`src/rtl/alu_seq.sv`:
```
// alu_seq: registered ALU with valid/ready handshakes on both sides.
// Define ALU_MUL_EN to build the multi-cycle shift-add multiplier; otherwise opcode 111 flags an error.
module alu_seq #(
    parameter int unsigned W = 8
) (
    input  logic         clk,
    input  logic         rst_n,
    input  logic         in_valid,
    output logic         in_ready,
    input  logic [2:0]   op,
    input  logic [W-1:0] a,
    input  logic [W-1:0] b,
    output logic         out_valid,
    input  logic         out_ready,
    output logic [W-1:0] result,
    output logic [W-1:0] result_hi,
    output logic         flag_c,
    output logic         flag_z,
    output logic         flag_n,
    output logic         flag_v,
    output logic         flag_err
);

    localparam int unsigned SW = $clog2(W);

    localparam logic [2:0] OP_ADD = 3'b000;
    localparam logic [2:0] OP_SUB = 3'b001;
    localparam logic [2:0] OP_AND = 3'b010;
    localparam logic [2:0] OP_OR  = 3'b011;
    localparam logic [2:0] OP_XOR = 3'b100;
    localparam logic [2:0] OP_SHL = 3'b101;
    localparam logic [2:0] OP_SHR = 3'b110;
    localparam logic [2:0] OP_MUL = 3'b111;

`ifdef ALU_MUL_EN
    typedef enum logic [1:0] {
        IDLE     = 2'd0,
        MUL_BUSY = 2'd1,
        HOLD     = 2'd2
    } state_t;
`else
    typedef enum logic [1:0] {
        IDLE = 2'd0,
        HOLD = 2'd2
    } state_t;
`endif

    state_t       state_q, state_d;
    logic         out_valid_q, out_valid_d;
    logic [W-1:0] result_q, result_d;
    logic [W-1:0] result_hi_q, result_hi_d;
    logic         c_q, c_d;
    logic         z_q, z_d;
    logic         n_q, n_d;
    logic         v_q, v_d;
    logic         err_q, err_d;

    logic         in_ready_c;
    logic         accept_c;
    logic         start_mul_c;

    logic [W:0]    add_c;
    logic [W:0]    sub_c;
    logic [W:0]    shl_ext_c;
    logic [SW-1:0] sh_amt_c;
    logic          amt_ge_w_c;
    logic          amt_eq_w_c;
    logic [W-1:0]  alu_res_c;
    logic          alu_c_c;
    logic          alu_v_c;
    logic          alu_z_c;
    logic          alu_err_c;

    // Single-cycle datapath; the whole of b is compared so amounts >= W saturate to zero
    always_comb begin
        add_c      = {1'b0, a} + {1'b0, b};
        sub_c      = {1'b0, a} - {1'b0, b};
        sh_amt_c   = b[SW-1:0];
        amt_ge_w_c = (b >= W'(W));
        amt_eq_w_c = (b == W'(W));
        shl_ext_c  = {1'b0, a} << sh_amt_c;
        alu_res_c  = '0;
        alu_c_c    = 1'b0;
        alu_v_c    = 1'b0;
        alu_err_c  = 1'b0;
        case (op)
            OP_ADD: begin
                alu_res_c = add_c[W-1:0];
                alu_c_c   = add_c[W];
                alu_v_c   = (a[W-1] == b[W-1]) && (add_c[W-1] != a[W-1]);
            end
            OP_SUB: begin
                alu_res_c = sub_c[W-1:0];
                alu_c_c   = sub_c[W];
                alu_v_c   = (a[W-1] != b[W-1]) && (sub_c[W-1] != a[W-1]);
            end
            OP_AND: alu_res_c = a & b;
            OP_OR:  alu_res_c = a | b;
            OP_XOR: alu_res_c = a ^ b;
            OP_SHL: begin
                if (amt_ge_w_c) begin
                    alu_c_c = amt_eq_w_c & a[0];
                end else begin
                    alu_res_c = shl_ext_c[W-1:0];
                    alu_c_c   = shl_ext_c[W];
                end
            end
            OP_SHR: begin
                if (!amt_ge_w_c) begin
                    alu_res_c = a >> sh_amt_c;
                end
            end
            OP_MUL: begin
`ifndef ALU_MUL_EN
                alu_err_c = 1'b1;
`endif
            end
            default: ;
        endcase
        alu_z_c = (alu_res_c == '0);
    end

`ifdef ALU_MUL_EN
    logic [2*W-1:0] prod_q, prod_d;
    logic [2*W-1:0] prod_step_c;
    logic [W-1:0]   mcand_q, mcand_d;
    logic [SW-1:0]  cnt_q, cnt_d;
    logic [W:0]     part_c;

    // One shift-add step: low half holds the remaining multiplier bits, high half the partial sum
    always_comb begin
        part_c      = {1'b0, prod_q[2*W-1:W]} + (prod_q[0] ? {1'b0, mcand_q} : '0);
        prod_step_c = {part_c, prod_q[W-1:1]};
    end
`endif

    always_comb begin
        state_d     = state_q;
        out_valid_d = out_valid_q;
        result_d    = result_q;
        result_hi_d = result_hi_q;
        c_d         = c_q;
        z_d         = z_q;
        n_d         = n_q;
        v_d         = v_q;
        err_d       = err_q;
`ifdef ALU_MUL_EN
        prod_d      = prod_q;
        mcand_d     = mcand_q;
        cnt_d       = cnt_q;
`endif
        in_ready_c  = rst_n && ((state_q == IDLE) || ((state_q == HOLD) && out_ready));
        accept_c    = in_valid && in_ready_c;
`ifdef ALU_MUL_EN
        start_mul_c = accept_c && (op == OP_MUL);
`else
        start_mul_c = 1'b0;
`endif

        case (state_q)
            IDLE, HOLD: begin
                if ((state_q == HOLD) && out_ready) begin
                    out_valid_d = 1'b0;
                    state_d     = IDLE;
                end
                if (accept_c && !start_mul_c) begin
                    result_d    = alu_res_c;
                    result_hi_d = '0;
                    c_d         = alu_c_c;
                    z_d         = alu_z_c;
                    n_d         = alu_res_c[W-1];
                    v_d         = alu_v_c;
                    err_d       = alu_err_c;
                    out_valid_d = 1'b1;
                    state_d     = HOLD;
                end
`ifdef ALU_MUL_EN
                if (start_mul_c) begin
                    mcand_d = a;
                    prod_d  = {{W{1'b0}}, b};
                    cnt_d   = '0;
                    state_d = MUL_BUSY;
                end
`endif
            end
`ifdef ALU_MUL_EN
            MUL_BUSY: begin
                prod_d = prod_step_c;
                cnt_d  = cnt_q + SW'(1);
                if (cnt_q == SW'(W - 1)) begin
                    result_d    = prod_step_c[W-1:0];
                    result_hi_d = prod_step_c[2*W-1:W];
                    c_d         = 1'b0;
                    z_d         = (prod_step_c == '0);
                    n_d         = prod_step_c[W-1];
                    v_d         = |prod_step_c[2*W-1:W];
                    err_d       = 1'b0;
                    out_valid_d = 1'b1;
                    state_d     = HOLD;
                end
            end
`endif
            default: state_d = IDLE;
        endcase
    end

    always_ff @(posedge clk or negedge rst_n) begin
        if (!rst_n) begin
            state_q     <= IDLE;
            out_valid_q <= 1'b0;
            result_q    <= '0;
            result_hi_q <= '0;
            c_q         <= 1'b0;
            z_q         <= 1'b0;
            n_q         <= 1'b0;
            v_q         <= 1'b0;
            err_q       <= 1'b0;
        end else begin
            state_q     <= state_d;
            out_valid_q <= out_valid_d;
            result_q    <= result_d;
            result_hi_q <= result_hi_d;
            c_q         <= c_d;
            z_q         <= z_d;
            n_q         <= n_d;
            v_q         <= v_d;
            err_q       <= err_d;
        end
    end

`ifdef ALU_MUL_EN
    always_ff @(posedge clk or negedge rst_n) begin
        if (!rst_n) begin
            prod_q  <= '0;
            mcand_q <= '0;
            cnt_q   <= '0;
        end else begin
            prod_q  <= prod_d;
            mcand_q <= mcand_d;
            cnt_q   <= cnt_d;
        end
    end
`endif

    assign in_ready  = in_ready_c;
    assign out_valid = out_valid_q;
    assign result    = result_q;
    assign result_hi = result_hi_q;
    assign flag_c    = c_q;
    assign flag_z    = z_q;
    assign flag_n    = n_q;
    assign flag_v    = v_q;
    assign flag_err  = err_q;

endmodule

```
`config.mk`:
```
export PLATFORM = sky130hd
export DESIGN_NAME = alu_seq
export DESIGN_NICKNAME = d
export VERILOG_FILES = /design/src/rtl/alu_seq.sv
export SDC_FILE = /design/constraint.sdc
export NUM_CORES = 1
export LEC_CHECK = 0
export CAP_MARGIN = 20
export CORE_ASPECT_RATIO = 1.5
export CORE_MARGIN = 2
export CORE_UTILIZATION = 55
export CTS_CLUSTER_DIAMETER = 60
export DETAILED_ROUTE_END_ITERATION = 12
export GPL_TIMING_DRIVEN = 0
export PLACE_DENSITY = 0.95
export SLEW_MARGIN = 20
export SYNTH_ARGS = -nofsm -noshare
export SYNTH_HDL_FRONTEND = slang
export SYNTH_SLANG_ARGS = --single-unit
```
`constraint.sdc`:
```
create_clock -name clk -period 4.02 [get_ports clk]
set_input_delay 0.804 -clock clk [delete_from_list [all_inputs] [get_ports clk]]
set_output_delay 0.804 -clock clk [all_outputs]
set_load 0.02 [all_outputs]
```
==> results.yml <==
outcome:
  status: "complete, no violations"
drt:
  initialDrtViolationCount: 166
  wl_met3_um: 509
  dr_wl_met2_um: 3870
  top_layer: "met4"
  antenna_left: 0
  wirelength_um: 7450
  drc_errors: 0
  drt-pass1-iter-count: 5
  vias_per_cell: 6.53
  routedWlPerCell_um: 18.3
  vias: 2663
  wl_met1_um: 2600
global_routing:
  grt_pass1_wl_um: 11700
  grt_pass1_vias: 2586
  overflow: 0
  grt_max_degree: 16
  antenna_found_initial: 0
  track_usage: 0.301
hold_path:
  hp-class: "reg -> reg"
yosys:
  synth_area_per_cell_um2: 7.55
  synth_seq_cells: 13
  ys_types: 61
  netlist_instances: 314
  synth_edf_count: 0
  netlist_area_um2: 2370
  ys.flop_type: "dfrtp_1"
  async_reset_ff_frac: 1.00
  yosysSeqAreaShare: 0.137
  synth_warnings: 0
critical_path:
  worst_ep_arrival_time_ps: 3820
  crit_fanout: 9
  path_class: "in -> reg"
  critPathRequiredTime_ps: 4150
  endpoint_kind: "flip-flop"
  worst_setup_path_start_kind: "input port"
cts:
  h-tree-depth: 1
  cts_root_buffer: "clkbuf_8"
  numCtsBuffers: 3
  cts.sinks: 13
  cts_buffer_depth: 2
  postCtsResizedCells: 0
  tritoncts: "built"
  clk_latency_ps: 240
  post-cts-setup-buffers: 0
  path_clk_slew_ps: 50
  hold_buffers: 0
timing:
  fin_crit_ps: 3690
  worst_slack_ps: 327
  setup_viol: 0
  worstMarginPinSlew_ps: 611
  rsz0062_at_grt: "false"
  fin_worst_skew_ps: 2.62
  report.final.slew_viol_count: 0
  finalHoldViolCount: 0
  relSlewSlack: 0.592
  fmax_mhz: 271
  whs_ps: 488
  period_share: 0.919
  tns_ps: 0
pwr:
  irDropWorstVdd_uv: 298
  power_mw: 0.654
  p_leak_nw: 1.30
  p_per_area_nw_per_um2: 228
die:
  num_rows: 29
  die_area_um2: 4860
  initial_core_util: 0.568
  io_pins: 46
  die_x_um: 57.6
  core_area_um2: 4170
  die_height_um: 84.4
placement:
  gp_congestion: 1.02
  placed_area_um2: 2830
  place_hpwl_um: 5970
  placed_cells: 404
  numPortBuffers: 37
  pre_cts_ws_ps: -89.1
final_layout:
  antenna_cells: 0
  drive_gt1_frac: 0.0912
  fin_area_um2: 2870
  nets: 413
  final_util: 0.688
  layout-area-overhead-vs-synth_pct: 21.2
  final_cells: 408
flow_run:
  cap_violations: 0
## worst max-delay path, cell delays in order
cell	delay, ps
clkdlybuf4s50_1	470
clkbuf_1	340
inv_1	240
ha_1	320
buf_2	190
a21oi_1	200
a21oi_1	160
o41ai_2	420
nor2_1	100
xnor2_1	150
o211ai_1	130
mux2_2	290
## power breakdown
group | switching, mW | internal (mW) | leakage [nW]
combinational | 0.211 | 0.163 | 1.11
sequential | 0.0121 | 0.153 | 0.167
clock | 0.0451 | 0.0699 | 0.0228
## Yosys cell counts, types with 2 or more instances
library cell | count | area share
a211oi_1 | 3 | 0.0095
a21o_1 | 4 | 0.013
a21oi_1 | 26 | 0.055
a31oi_1 | 5 | 0.013
a32oi_1 | 3 | 0.011
and2_1 | 4 | 0.011
and3_1 | 2 | 0.0053
and3b_1 | 2 | 0.0074
and4_1 | 2 | 0.0074
buf_2 | 8 | 0.017
buf_4 | 11 | 0.035
clkbuf_1 | 7 | 0.011
dfrtp_1 | 13 | 0.14
fa_1 | 2 | 0.017
ha_1 | 25 | 0.13
inv_1 | 25 | 0.040
mux2_2 | 4 | 0.019
mux2i_1 | 10 | 0.042
mux4_2 | 2 | 0.019
nand2_1 | 32 | 0.051
nand2b_1 | 9 | 0.024
nand3_1 | 10 | 0.021
nand3b_1 | 4 | 0.013
nand4_1 | 3 | 0.0079
nor2_1 | 16 | 0.025
nor2b_1 | 6 | 0.016
nor3_1 | 7 | 0.015
nor4_1 | 2 | 0.0053
o211ai_1 | 9 | 0.028
o21a_1 | 2 | 0.0063
o21ai_0 | 15 | 0.032
o21ai_1 | 2 | 0.0042
o221ai_1 | 2 | 0.0074
o311a_1 | 4 | 0.017
o31ai_1 | 3 | 0.0095
o31ai_2 | 2 | 0.011
o41ai_1 | 2 | 0.0074
xnor2_1 | 3 | 0.011
## per-layer routing
layer,global-route usage,vias to the layer above
li1,-,1223
met1,0.305,1203
met2,0.551,191
met3,0.0293,46
met4,0.211,0
met5,0,-
## final cells by class
type	count	area, um2
Clock buffer	4	45.0
Sequential cell	13	325
Inverter	25	93.8
Buffer	27	153
Timing Repair Buffer	37	373
Fill cell	347	1300
Tap cell	46	57.6
Multi-Input combinational cell	256	1830
## logic make-up (layout without fill, tap and decap cells)
logic type      count (synthesis)  after routing  share of synthesized area
other cells                     1              8                    0.00158
mux                            17             17                     0.0913
buf+inv                        52             93                      0.104
compound gates                 94             94                      0.271
flops                          13             13                      0.137
xor+xnor                        4              4                     0.0148
fa+ha+maj                      27             27                      0.149
simple gates                  106            106                      0.232
## final timing paths
check	startpoint	end	slack, ps	depth (start not counted)
min in group asynchronous	rst_n	result[6]	950	1
max in group asynchronous	rst_n	result[3]	2680	1
min reg2reg	result[1]	result[1]	490	2
max reg2reg	out_valid	result[5]	2350	5
min	result[1]	result[1]	490	2
max	b[2]	result[7]	330	12
## sequential cells by signal (all words and copies together), names as in the netlist
name	count
flag_c	1
flag_err	1
flag_v	1
flag_z	1
out_valid	1
result	8
## placed cells by master, fill, tap and decap left out, types with 9 or more instances in the layout
cell	netlist	layout
mux2i_1	10	10
inv_1	25	25
ha_1	25	25
nand2_1	32	32
a21oi_1	26	26
nor2_1	16	16
dfrtp_1	13	13
nand2b_1	9	9
o211ai_1	9	9
o21ai_0	15	15
nand3_1	10	10
buf_4	11	11
clkdlybuf4s50_1	0	36
Note: power is estimated with default switching activity, not from simulation.
